### src/rtl/ss_master.sv
// ss_master: save-state initiator. Walks the mapper register bank (0) then xram bank (1),
// copying every byte into (save) or back out of (load) a linear image in buffer memory.
module ss_master #(
    parameter int REG_LEN    = 128,
    parameter int REG_WR_LEN = 31,
    parameter int XRAM_LEN   = 1024,
    parameter int RD_LAT     = 2,
    parameter int STB_LEN    = 4
) (
    input  logic        clk,
    input  logic        map_rst,
    input  logic        start,
    input  logic        dir,
    output logic        busy,
    output logic        done,
    output logic        ss_act,
    output logic [7:0]  ss_bank,
    output logic [9:0]  ss_addr,
    output logic        ss_we,
    output logic        ss_wr_req,
    output logic [7:0]  ss_wdat,
    input  logic [7:0]  ss_rdat,
    output logic        mem_req,
    output logic        mem_we,
    output logic [10:0] mem_addr,
    output logic [7:0]  mem_wdat,
    input  logic [7:0]  mem_rdat,
    input  logic        mem_ack
);
    localparam logic [10:0] LAST_IDX = 11'(REG_LEN + XRAM_LEN - 1);
    localparam logic [10:0] REG_END  = 11'(REG_LEN);
    localparam logic [10:0] WR_END   = 11'(REG_WR_LEN);
    localparam logic [3:0]  RD_LAST  = 4'(RD_LAT - 1);
    localparam logic [3:0]  STB_LAST = 4'(STB_LEN - 1);

    typedef enum logic [2:0] {
        IDLE, SETUP, MAP_RD, MEM_WR, MEM_RD, MAP_WR, NEXT, FIN
    } state_t;

    state_t      state, state_nx;
    logic [10:0] idx;
    logic [3:0]  cnt;
    logic        dir_q;
    logic [7:0]  rd_byte;
    logic [7:0]  wr_byte;
    logic        in_xram;
    logic        wr_ok;
    logic        is_last;

    assign in_xram = idx >= REG_END;
    // Registers at and above REG_WR_LEN are status/map index and must not be restored.
    assign wr_ok   = in_xram || (idx < WR_END);
    assign is_last = idx == LAST_IDX;

    always_ff @(posedge clk) begin
        if (map_rst) state <= IDLE;
        else         state <= state_nx;
    end

    always_ff @(posedge clk) begin
        if (map_rst) begin
            idx     <= '0;
            cnt     <= '0;
            dir_q   <= 1'b0;
            rd_byte <= '0;
            wr_byte <= '0;
        end else begin
            cnt <= (state == MAP_RD || state == MAP_WR) ? cnt + 4'd1 : 4'd0;
            case (state)
                IDLE: if (start) begin
                    idx   <= '0;
                    dir_q <= dir;
                end
                MAP_RD: if (cnt == RD_LAST) rd_byte <= ss_rdat;
                MEM_RD: if (mem_ack) wr_byte <= mem_rdat;
                NEXT:   if (!is_last) idx <= idx + 11'd1;
                default: ;
            endcase
        end
    end

    always_comb begin
        state_nx  = state;
        done      = 1'b0;
        ss_we     = 1'b0;
        ss_wr_req = 1'b0;
        mem_req   = 1'b0;
        mem_we    = 1'b0;
        case (state)
            IDLE:   if (start) state_nx = SETUP;
            SETUP:  state_nx = dir_q ? MEM_RD : MAP_RD;
            MAP_RD: if (cnt == RD_LAST) state_nx = MEM_WR;
            MEM_WR: begin
                mem_req = 1'b1;
                mem_we  = 1'b1;
                if (mem_ack) state_nx = NEXT;
            end
            MEM_RD: begin
                mem_req = 1'b1;
                if (mem_ack) state_nx = wr_ok ? MAP_WR : NEXT;
            end
            MAP_WR: begin
                ss_we     = !in_xram;
                ss_wr_req = in_xram;
                if (cnt == STB_LAST) state_nx = NEXT;
            end
            NEXT:   state_nx = is_last ? FIN : SETUP;
            FIN: begin
                done     = 1'b1;
                state_nx = IDLE;
            end
            default: state_nx = IDLE;
        endcase

        busy     = state != IDLE;
        ss_act   = state != IDLE;
        ss_bank  = {7'd0, in_xram};
        ss_addr  = in_xram ? 10'(idx - REG_END) : idx[9:0];
        ss_wdat  = wr_byte;
        mem_addr = idx;
        mem_wdat = rd_byte;

        // Reset silences the bus in the same cycle so an abort never issues one more strobe or request.
        if (map_rst) begin
            state_nx  = IDLE;
            busy      = 1'b0;
            done      = 1'b0;
            ss_act    = 1'b0;
            ss_bank   = '0;
            ss_addr   = '0;
            ss_we     = 1'b0;
            ss_wr_req = 1'b0;
            ss_wdat   = '0;
            mem_req   = 1'b0;
            mem_we    = 1'b0;
            mem_addr  = '0;
            mem_wdat  = '0;
        end
    end
endmodule

### config.mk
export PLATFORM = sky130hd
export DESIGN_NAME = ss_master
export DESIGN_NICKNAME = d
export VERILOG_FILES = /design/src/rtl/ss_master.sv
export SDC_FILE = /design/constraint.sdc
export NUM_CORES = 1
export LEC_CHECK = 0
export ABC_CLOCK_PERIOD_IN_PS = 2200
export BUFFER_PORTS_ARGS = -buffer_cell sky130_fd_sc_hd__buf_2
export CAP_MARGIN = 25
export CORE_UTILIZATION = 36
export CTS_BUF_LIST = sky130_fd_sc_hd__clkbuf_4 sky130_fd_sc_hd__clkbuf_8
export CTS_CLUSTER_SIZE = 30
export DETAILED_ROUTE_END_ITERATION = 10
export GPL_TIMING_DRIVEN = 1
export PLACE_DENSITY = 0.63
export SETUP_SLACK_MARGIN = 0.1
export SYNTH_ARGS = -nofsm -noshare
export SYNTH_HDL_FRONTEND = slang
export SYNTH_SLANG_ARGS = --single-unit
### constraint.sdc
create_clock -name clk -period 2.2 [get_ports clk]
set_clock_uncertainty 0.2 [all_clocks]
set_input_delay 0.44 -clock clk [delete_from_list [all_inputs] [get_ports clk]]
set_output_delay 0.44 -clock clk [all_outputs]
set_load 0.005 [all_outputs]
# == After elaboration in Yosys (flattened, before gate mapping) ==
# Index checks and enable logic that the tools add are counted.
# word_totals
ff_bits,35
elab_cells,70
output_inout_bits,52
# op_classes
magnitude_cmp,2
n_mux,29
eq_ne,16
add_sub_neg,3
bitwise,1
reduce_logical,13
# ops
op,count
two-way mux 11 bit,3
case mux 3 bit (8 select lines),1
case mux 11 bit (2 select lines),1
two-way mux 3 bit,7
two-way mux 10 bit,2
two-way mux 8 bit,2
== test 3 bit (second input constant),4
two-way mux 1 bit,12
adder 11 x 1 -> 11 bit (second input constant),1
== test 11 bit (second input constant),1
greater-or-equal comparator 11 x 8 -> 1 bit (second input constant),1
< comparator 11 x 5 -> 1 bit (second input constant),1
subtractor 10 x 8 -> 10 bit (second input constant),1
!= test 2 bit (second input constant),4
== test 3 x 2 -> 1 bit (second input constant),2
AND reduction 2 bit,3
AND reduction 5 bit,1
adder 4 x 1 -> 4 bit (second input constant),1
== test 4 x 1 -> 1 bit (second input constant),1
== test 4 x 2 -> 1 bit (second input constant),1
!= test 2 x 1 -> 1 bit (second input constant),2
OR reduction 2 bit,2
== test 3 x 1 -> 1 bit (second input constant),1
logical NOT 3 bit,1
other kinds (7),8

# == Depth between registers and ports, before layout ==
# Gate-level depths: netlist (run 1).
# logic_depth
ltp_word,5
depth_mapped,6

# == Worst setup path after synthesis (run 1) ==
# Ideal clock, no wire load.
# synth_path
kind,register -> output
from,reg idx[0]
to,out ss_addr[8]
path_stages_with_launch,7
t_arrival_ns,1.626
slack_ns,-0.066
cell_sequence,dfxtp_1 inv_1 ha_1 nor4b_1 a2111oi_4 nor2b_1 a211oi_1
# synth_via
elab_chain_cells,3
# synth_rtl
element,line_no,rtl
start: declaration,41,logic [10:0] idx;
start signal: assignment,76,NEXT: if (!is_last) idx <= idx + 11'd1;
subtractor 10 x 8 -> 10 bit / greater-or-equal comparator 11 x 8 -> 1 bit (equally long branches),"118, 50",
two-way mux 10 bit *,118,ss_addr = in_xram ? 10'(idx - REG_END) : idx[9:0];
two-way mux 10 bit *,124,if (map_rst) begin
end: declaration,18,"output logic [9:0] ss_addr,"
# Mark *: on every way between the ends. The rest lies on a longest branch, timed or not.

# == Final worst setup path (run 1) ==
# layout_path
from,reg idx[1]
to,out ss_addr[8]
# The elaborated chain is that of the path after synthesis.

==> impl_metrics.yaml, run 1 <==
final_layout:
  diodes: 0
  nNetsFinal: 358
  fin_area_um2: 2830
  final_util_pct: 51.0
  areaGrowthSynthToFinish_pct: 35.0
  fin_cells: 403
  layout-drive-gt1-share_pct: 40.8
setup_path:
  path_max_fanout: 8
  slowest_delay_ns: 0.34
  worstPathArrival_ns: 1.75
  crit_slowest_cell: "dfxtp_2"
  crit_path_end_kind: "output port"
  worst-setup-path-type: "reg2out"
  crit_path_start_kind: "register"
  critPathBufInv: 3
  crit_path_cell_trace: "inv_2, ha_4, nor4b_4, a2111oi_4, buf_6, nor2b_4, a211oi_2, buf_2"
  crit_path_start: "idx[1]"
  reg2reg_from: "idx[9]"
  cp.required_ns: 1.56
  crit_family: "compound AO/OA/AOI/OAI gates"
clocking:
  ctsHoldBuffers: 0
  clock_sinks: 35
  max-clock-path-buffers: 2
  cts_tree: "done"
  insertion_delay_ns: 0.29
  numCtsBuffers: 5
  clockRootBuffer: "clkbuf_8"
  clk_pin_slew_ns: 0.07
  htreeDepth: 2
synthesis:
  synth_edf_count: 0
  synth_area_leader_cell: "dfxtp_1"
  ys_ff_latch: 35
  async_flop_share_pct: 0
  synth.most_common_cell: "dfxtp_1"
  synthTopCellsByArea: "dfxtp_1 33%, mux2i_1 7.7%, nor2b_1 7.2%, nor2_1 6.1%, buf_4 5.4%"
  ys_top_cells_by_count: "35 x dfxtp_1, 34 x nor2_1, 24 x nor2b_1, 16 x mux2i_1, 15 x buf_4"
  netlist_area_um2: 2090
  synth_area_per_cell_um2: 8.41
  synth_cells: 249
  yosys_warnings: 0
  ys_seq_area_share_pct: 33.5
  synth_top_area_share_pct: 33.5
  yosysUniqueCellTypes: 46
  synth_flop_cell: "dfxtp_1"
sta:
  slew_viol_final: 0
  rsz0062_at_grt: "true"
  hold_viol_final: 0
  worst_pin_slew_ns: 0.612
  timing.hold.ws_ns: 0.181
  period_share_pct: 108
  period_minus_slack_ns: 2.39
  fin_ws_ns: -0.186
  setup_violations: 6
  maxSlewHeadroom_pct: 58.6
  max_freq_mhz: 419
worst_hold_path:
  hp-class: "in2reg"
  hold_start: "ss_rdat[7]"
placement:
  port_buffers: 65
  gp_congestion: 0.808
  post-place-cells: 391
  dpl.hpwl_um: 3770
  dpl_cell_area_um2: 2580
grt:
  track_usage_pct: 17.1
  overflow: 0
  grt_pass1_wl_um: 8270
  grt_pass1_vias: 1743
  grt_max_degree: 30
  antenna_found_initial: 0
floorplanning:
  start_util_pct: 37.8
  num_io_pins: 73
  die_w_um: 78.3
  core-area_um2: 5540
  dieArea_um2: 6120
  die_h_um: 78.3
  rows: 27
drt:
  vias: 1946
  detail-route-antenna-nets: 0
  drtPass1Iterations: 4
  drc: 0
  routedWlPerCell_um: 12.9
  drtIter0Drc: 66
  via_per_inst: 4.83
  routed_wl_um: 5210
outcome:
  status: "finished, violations left"
  violations: "negative setup slack"
flow_run:
  drv_cap: 0
pwr:
  p_leak_uw: 0.00128
  vdd_drop_max_mv: 0.340
  powerDensity_nw_per_um2: 475
  power_uw: 1340
per-layer routing:
metal	part of all wire (%)	track usage (%)	vias to the layer above
met3	5.9	4.53	6
li1	-	-	997
met4	0.69	4.63	0
met2	45	27.2	78
met1	48	22.8	865
met5	0	0	-
kinds of logic after synthesis:
group           count (synthesis)  synth area share [%]
buf+inv                        38                  10.1
fa+ha+maj                       7                  4.18
xor+xnor                        6                  2.51
mux                            16                  7.65
flops                          35                  33.5
simple gates                  112                  29.3
other cells                     1                 0.179
compound gates                 34                  12.6
cell usage in the layout, fill, tap and decap left out, types with 4 or more instances in the layout:
cell type and count:
buf_2 65, dfxtp_1 26, buf_4 28, dfxtp_2 8, nor2_1 34, or4_1 4, mux2i_1 16, inv_1 9
clkbuf_8 5, a21oi_1 10, nand3_1 9, or3_1 4, nand2_1 10, nor3_1 6, conb_1 7, ha_1 5
nor2b_1 23, xnor2_1 5, o21ai_1 4
power by group:
part / internal (uW) / switching [uW] / leakage (uW) / total (uW)
logic: 89.1 / 110 / 0.000947 / 199
clock network: 234 / 241 / 0.0000446 / 475
registers: 646 / 21.2 / 0.000287 / 668
total: 969 / 373 / 0.00128 / 1340
area by class of cell:
| class | count | area [um^2] |
|---|---|---|
| clock buffers | 6 | 76.3 |
| repair buffers | 95 | 558 |
| well taps | 72 | 90.1 |
| inverters | 11 | 41.3 |
| multi-input cells | 182 | 1330 |
| flip-flops and latches | 35 | 714 |
| fillers | 547 | 2710 |
| clock inverters | 2 | 12.5 |
sequential cells by signal, indices dropped and copies added (netlist names):
name	cells
cnt	4
idx	11
wr_byte	8
rd_byte	8
state	3
dir_q	1
worst reg2reg max path, delay by kind of cell (launching register included):
kind | cells | cell delay [ns]
AO/OA/AOI/OAI | 1 | 0.25
buffers and inverters | 1 | 0.17
flip-flops | 1 | 0.36
AND/OR/NAND/NOR | 3 | 1.01
per-stage QoR:
stage                     setup slack, ns  TNS (ns)
after floorplan                     0.114         0
after global placement             0.0365         0
after detailed placement           0.0241         0
after CTS                          -0.189    -0.762
after global routing               -0.277     -1.34
final                              -0.186    -0.757
final timing paths:
path                            slack, ns         end  cells past startpoint
worst min register to register       0.24      cnt[0]                      1
worst max-delay path                -0.19  ss_addr[8]                      8
worst min-delay path                 0.18  rd_byte[7]                      3
worst max register to register       0.12    state[2]                      5
what timing repair did:
item / CTS / global route
setup buffers: 2 / 2
pin swaps: 0 / 4
setup endpoints to repair: 6 / 18
hold endpoints to repair: 0 / 0
resized for setup: 8 / 19
No activity file was read; power rests on OpenSTA's default activity.
==> inputs of run 2 (changes only) <==
PLACE_DENSITY = default   (was 0.63)
PLACE_DENSITY_LB_ADDON = 0.2   (was default)
==> run 2 against run 1 <==
  * Die area stayed put
  * Wire length is 2.1% higher
  * Critical endpoint is now ss_addr[7]
  * Power is 16% higher
  * Sequential share of layout area is 1.0 points lower
  * The run still ends with negative setup slack left
==> impl_metrics.yaml, run 2 (synthesis gave the netlist of run 1 again) <==
setup_path:
  reg2reg_from: "idx[1]"
  cp.required_ns: 1.56
  path_max_fanout: 4
  worst-setup-path-type: "reg2out"
  worstPathArrival_ns: 1.84
  crit_path_start_kind: "register"
  crit_slowest_cell: "a2111oi_4"
  crit_path_end_kind: "output port"
  crit_path_cell_trace: "inv_2, ha_4, nor4b_4, a2111oi_4, buf_4, xnor2_2, nor2_1, buf_2"
  crit_path_start: "idx[1]"
  slowest_delay_ns: 0.39
outcome:
  status: "finished, violations left"
  violations: "negative setup slack"
clocking:
  max-clock-path-buffers: 2
  htreeDepth: 2
  insertion_delay_ns: 0.29
  cts_tree: "done"
  clk_pin_slew_ns: 0.08
  numCtsBuffers: 5
  clock_sinks: 35
  ctsHoldBuffers: 0
  clockRootBuffer: "clkbuf_8"
pwr:
  powerDensity_nw_per_um2: 527
  vdd_drop_max_mv: 0.492
  p_leak_uw: 0.00132
grt:
  antenna_found_initial: 0
  track_usage_pct: 17.2
  overflow: 0
  grt_pass1_wl_um: 8270
  grt_pass1_vias: 1748
  grt_max_degree: 33
final_layout:
  final_common_cell: "buf_2"
  reg.largest.list: "idx x11, rd_byte x8, wr_byte x8"
  diodes: 0
  final_cell_mix: "65 x buf_2, 33 x nor2_1, 30 x buf_4, 28 x dfxtp_1, 24 x nor2b_1"
  multi_input_area_um2: 1360
  largest_reg_flops: 11
  nNetsFinal: 363
  num-fill-cells: 539
  seq_area_um2: 714
  fin_cells: 408
  max_flop_register: "idx"
  fin_area_um2: 2940
  areaGrowthSynthToFinish_pct: 40.6
  layout-drive-gt1-share_pct: 42.9
drt:
  via_per_inst: 4.83
  drtIter0Drc: 60
  drc: 0
  routed_wl_um: 5320
  routedWlPerCell_um: 13.0
  detail-route-antenna-nets: 0
  vias: 1969
  drtPass1Iterations: 4
placement:
  post-place-cells: 392
  gp_congestion: 0.794
  dpl.hpwl_um: 3800
  port_buffers: 65
  dpl_cell_area_um2: 2600
sta:
  max_freq_mhz: 404
  period_minus_slack_ns: 2.48
  maxSlewHeadroom_pct: 64.2
  fin_ws_ns: -0.276
  worst_pin_slew_ns: 0.531
  slew_viol_final: 0
  finalSetupTns_ns: -1.21
  hold_viol_final: 0
  period_share_pct: 113
  setup_violations: 6
  rsz0062_at_grt: "true"
floorplanning:
  num_io_pins: 73
  core-area_um2: 5540
  die_w_um: 78.3
  dieArea_um2: 6120
  start_util_pct: 37.8
  die_h_um: 78.3
  rows: 27
worst_hold_path:
  hold_start: "ss_rdat[2]"
  hp-class: "in2reg"
flow_run:
  drv_cap: 0
## run 2: layout make-up
| cell class | instances | area share [%] |
|---|---|---|
| flip-flops and latches | 35 | 24.3 |
| repair buffers | 99 | 20.5 |
| multi-input cells | 183 | 46.1 |
| well taps | 72 | 3.06 |
| clock inverters | 3 | 2.29 |
| inverters | 11 | 1.40 |
| clock buffers | 5 | 2.34 |
## run 2: layer usage
layer	global-route usage, %	part of all wire [%]	vias to the layer above
met5	0	0	-
met4	6.11	1.0	0
met3	4.65	4.7	6
met2	26.8	45	52
met1	22.8	49	894
li1	-	-	1017
## run 2: metrics by stage
stage	util (%)	hold slack, ns	setup WS, ns	total power, uW
2_1_floorplan	-	0.234	0.114	787
3_3_place_gp	47.0	0.252	-0.0727	849
3_5_place_dp	47.0	0.269	-0.0930	850
4_1_cts	50.6	0.172	-0.295	1550
5_1_grt	53.1	0.187	-0.350	1620
6_report	53.1	0.174	-0.276	1550
## run 2: where the power goes
part | switching (uW) | internal [uW] | leakage (uW)
registers | 20.5 | 642 | 0.000286
logic | 101 | 82.7 | 0.000970
clock network | 252 | 452 | 0.0000644
## run 2: timing repair
| item | in CTS | in global routing |
|---|---|---|
| setup endpoints to repair | 6 | 19 |
| gates resized for setup | 10 | 23 |
| pin swaps | 2 | 8 |
| gates cloned | 0 | 1 |
| buffers inserted | 2 | 5 |
## run 2: path summary, 6_finish.rpt
kind	to	slack [ns]	cells past startpoint
setup / recovery	ss_addr[7]	-0.28	8
hold / removal	rd_byte[2]	0.17	3
setup reg to reg	idx[7]	0.14	9
hold reg to reg	cnt[0]	0.25	1
## run 2: worst max-delay path, delay by kind of cell, from the launching register on
family / cells / cell delay (ns)
buffers and inverters: 3 / 0.38
AO/OA/AOI/OAI: 1 / 0.39
adder cells (fa/ha/maj): 1 / 0.14
XOR/XNOR: 1 / 0.11
flip-flops: 1 / 0.34
AND/OR/NAND/NOR: 2 / 0.19
==> inputs of run 3 (changes only) <==
ABC_AREA = 1   (was default)
ABC_CLOCK_PERIOD_IN_PS = 2600   (was 2200)
clock period = 2.6 ns   (was 2.2 ns; I/O delays follow)
==> run 3 against run 2 <==
  * The flow now finishes without violations
  * Hold slack gained 0.078 ns
  * Sequential cell count stayed put
  * Wire length decreased by 11%
  * Die area increased by 2.6%
  * Combinational power is 110% higher
  * Sequential power decreased by 7.7%
  * First-iteration DRC count up 80%
  * Cell count increased by 8.3%
  * Register-to-register slack improved by 0.61 ns
  * Setup slack gained 0.53 ns
  * Via count increased by 3.4%
==> impl_metrics.yaml, run 3 <==
final_layout:
  layout-drive-gt1-share_pct: 25.9
  fin_cells: 442
  reg.largest.list: "idx x11, rd_byte x8, wr_byte x8"
  num-fill-cells: 615
  final_common_cell: "buf_2"
  max_flop_register: "idx"
  final_cell_mix: "65 x buf_2, 64 x nor2_1, 42 x inv_1, 35 x dfxtp_1, 31 x nand2_1"
  diodes: 0
  seq_area_um2: 701
  multi_input_area_um2: 1100
  nNetsFinal: 397
  largest_reg_flops: 11
  areaGrowthSynthToFinish_pct: 17.1
sta:
  setup_violations: 0
  period_minus_slack_ns: 2.35
  rsz0062_at_grt: "false"
  hold_viol_final: 0
  max_freq_mhz: 425
  period_share_pct: 90.4
  slew_viol_final: 0
  finalSetupTns_ns: 0
synthesis:
  synth_area_per_cell_um2: 6.86
  async_flop_share_pct: 0
  synth_area_leader_cell: "dfxtp_1"
  synth_edf_count: 0
  synth.most_common_cell: "nor2_1"
  netlist_area_um2: 2150
  synthTopCellsByArea: "dfxtp_1 33%, nor2_1 11%, inv_1 7.5%, a21oi_1 6.8%, buf_4 6.6%"
  synth_top_area_share_pct: 32.6
  ys_seq_area_share_pct: 32.6
  synth_flop_cell: "dfxtp_1"
  yosysUniqueCellTypes: 28
  yosys_warnings: 0
  ys_top_cells_by_count: "64 x nor2_1, 43 x inv_1, 35 x dfxtp_1, 31 x nand2_1, 29 x a21oi_1"
  ys_ff_latch: 35
  synth_cells: 313
grt:
  track_usage_pct: 16.0
  grt_pass1_wl_um: 7890
  grt_max_degree: 37
  grt_pass1_vias: 1737
  overflow: 0
  antenna_found_initial: 0
pwr:
  powerDensity_nw_per_um2: 566
  vdd_drop_max_mv: 0.240
  p_leak_uw: 0.00119
setup_path:
  worst-r2r-setup-slack_ns: 0.75
  crit_path_end_kind: "output port"
  worst-setup-path-type: "reg2out"
  worstPathArrival_ns: 1.63
  crit_path_start_kind: "register"
  path_max_fanout: 5
  cp.required_ns: 1.88
drt:
  drt-met1-wl_um: 2310
  routed_wl_um: 4720
  dr_wl_met3_um: 353
  dr_wl_met2_um: 2040
  highest_layer: "met4"
  drtPass1Iterations: 4
  drc: 0
  via_per_inst: 4.60
  detail-route-antenna-nets: 0
  vias: 2035
  routedWlPerCell_um: 10.7
  drtIter0Drc: 108
floorplanning:
  rows: 27
  start_util_pct: 38.1
  dieArea_um2: 6280
  die_h_um: 79.3
  num_io_pins: 73
  die_w_um: 79.3
  core-area_um2: 5640
clocking:
  clk_pin_slew_ns: 0.08
  clock_sinks: 35
  max-clock-path-buffers: 2
  ctsHoldBuffers: 0
  cts_tree: "done"
  numCtsBuffers: 5
  clockRootBuffer: "clkbuf_8"
  htreeDepth: 2
  insertion_delay_ns: 0.29
worst_hold_path:
  hp-class: "reg2reg"
placement:
  dpl.hpwl_um: 3510
  port_buffers: 65
  post-place-cells: 434
  gp_congestion: 0.816
flow_run:
  drv_cap: 0
outcome:
  status: "completed"
run 3: worst paths after layout:
check | depth (start not counted) | to | startpoint
worst max-delay path | 7 | ss_addr[8] | idx[8]
worst min-delay path | 2 | wr_byte[4] | wr_byte[4]
worst max register to register | 5 | wr_byte[1] | state[2]
worst min register to register | 2 | wr_byte[4] | wr_byte[4]
run 3: logic make-up (layout without fill, tap and decap cells):
logic type	after synthesis	count (layout)	synth area share, %
AND/OR/NAND/NOR	139	139	30.4
buffers and inverters	71	122	17.1
AO/OA/AOI/OAI	55	55	13.6
flip-flops	35	35	32.6
adder cells (fa/ha/maj)	7	7	4.08
XOR/XNOR	5	5	2.04
other	1	7	0.175
run 3: critical path: stages (launching register included):
cell     delay (ns)
dfxtp_1        0.35
inv_1          0.14
ha_1           0.20
nand3_1        0.10
nor2_1         0.15
nand2_1        0.11
o22ai_1        0.16
buf_2          0.13
run 3: through the flow:
step,power [uW],area [um^2],hold slack (ns),setup WS [ns],utilization (%)
after CTS,1440,2520,0.256,0.173,44.6
after detailed placement,1010,2420,0.243,0.491,42.8
final,1420,2520,0.252,0.249,44.6
after floorplan,945,2170,0.230,0.584,-
after global routing,1530,2520,0.269,0.141,44.6
after global placement,1010,2420,0.239,0.534,42.8
run 3: layer usage:
layer	vias to the layer above	GRT usage (%)
met1	894	21.1
li1	1075	-
met4	0	4.36
met3	2	5.63
met2	64	24.6
met5	-	0
run 3: where the power goes:
part	switching [uW]	leakage, uW	internal (uW)	total, uW
combinational	254	0.000856	129	384
sequential	42.1	0.000283	570	612
clock	211	0.0000474	216	428
run 3: timing repair:
action	in CTS	in global routing
setup buffers	0	0
hold endpoints to repair	0	0
gates resized for setup	0	2
setup endpoints to repair	0	2
run 3: area by class of cell:
cell class | count | share of cell area [%]
multi-input cells | 213 | 43.8
flip-flops and latches | 35 | 27.8
repair buffers | 69 | 14.1
inverters | 45 | 6.71
well taps | 72 | 3.58
clock buffers | 6 | 3.28
clock inverters | 2 | 0.646
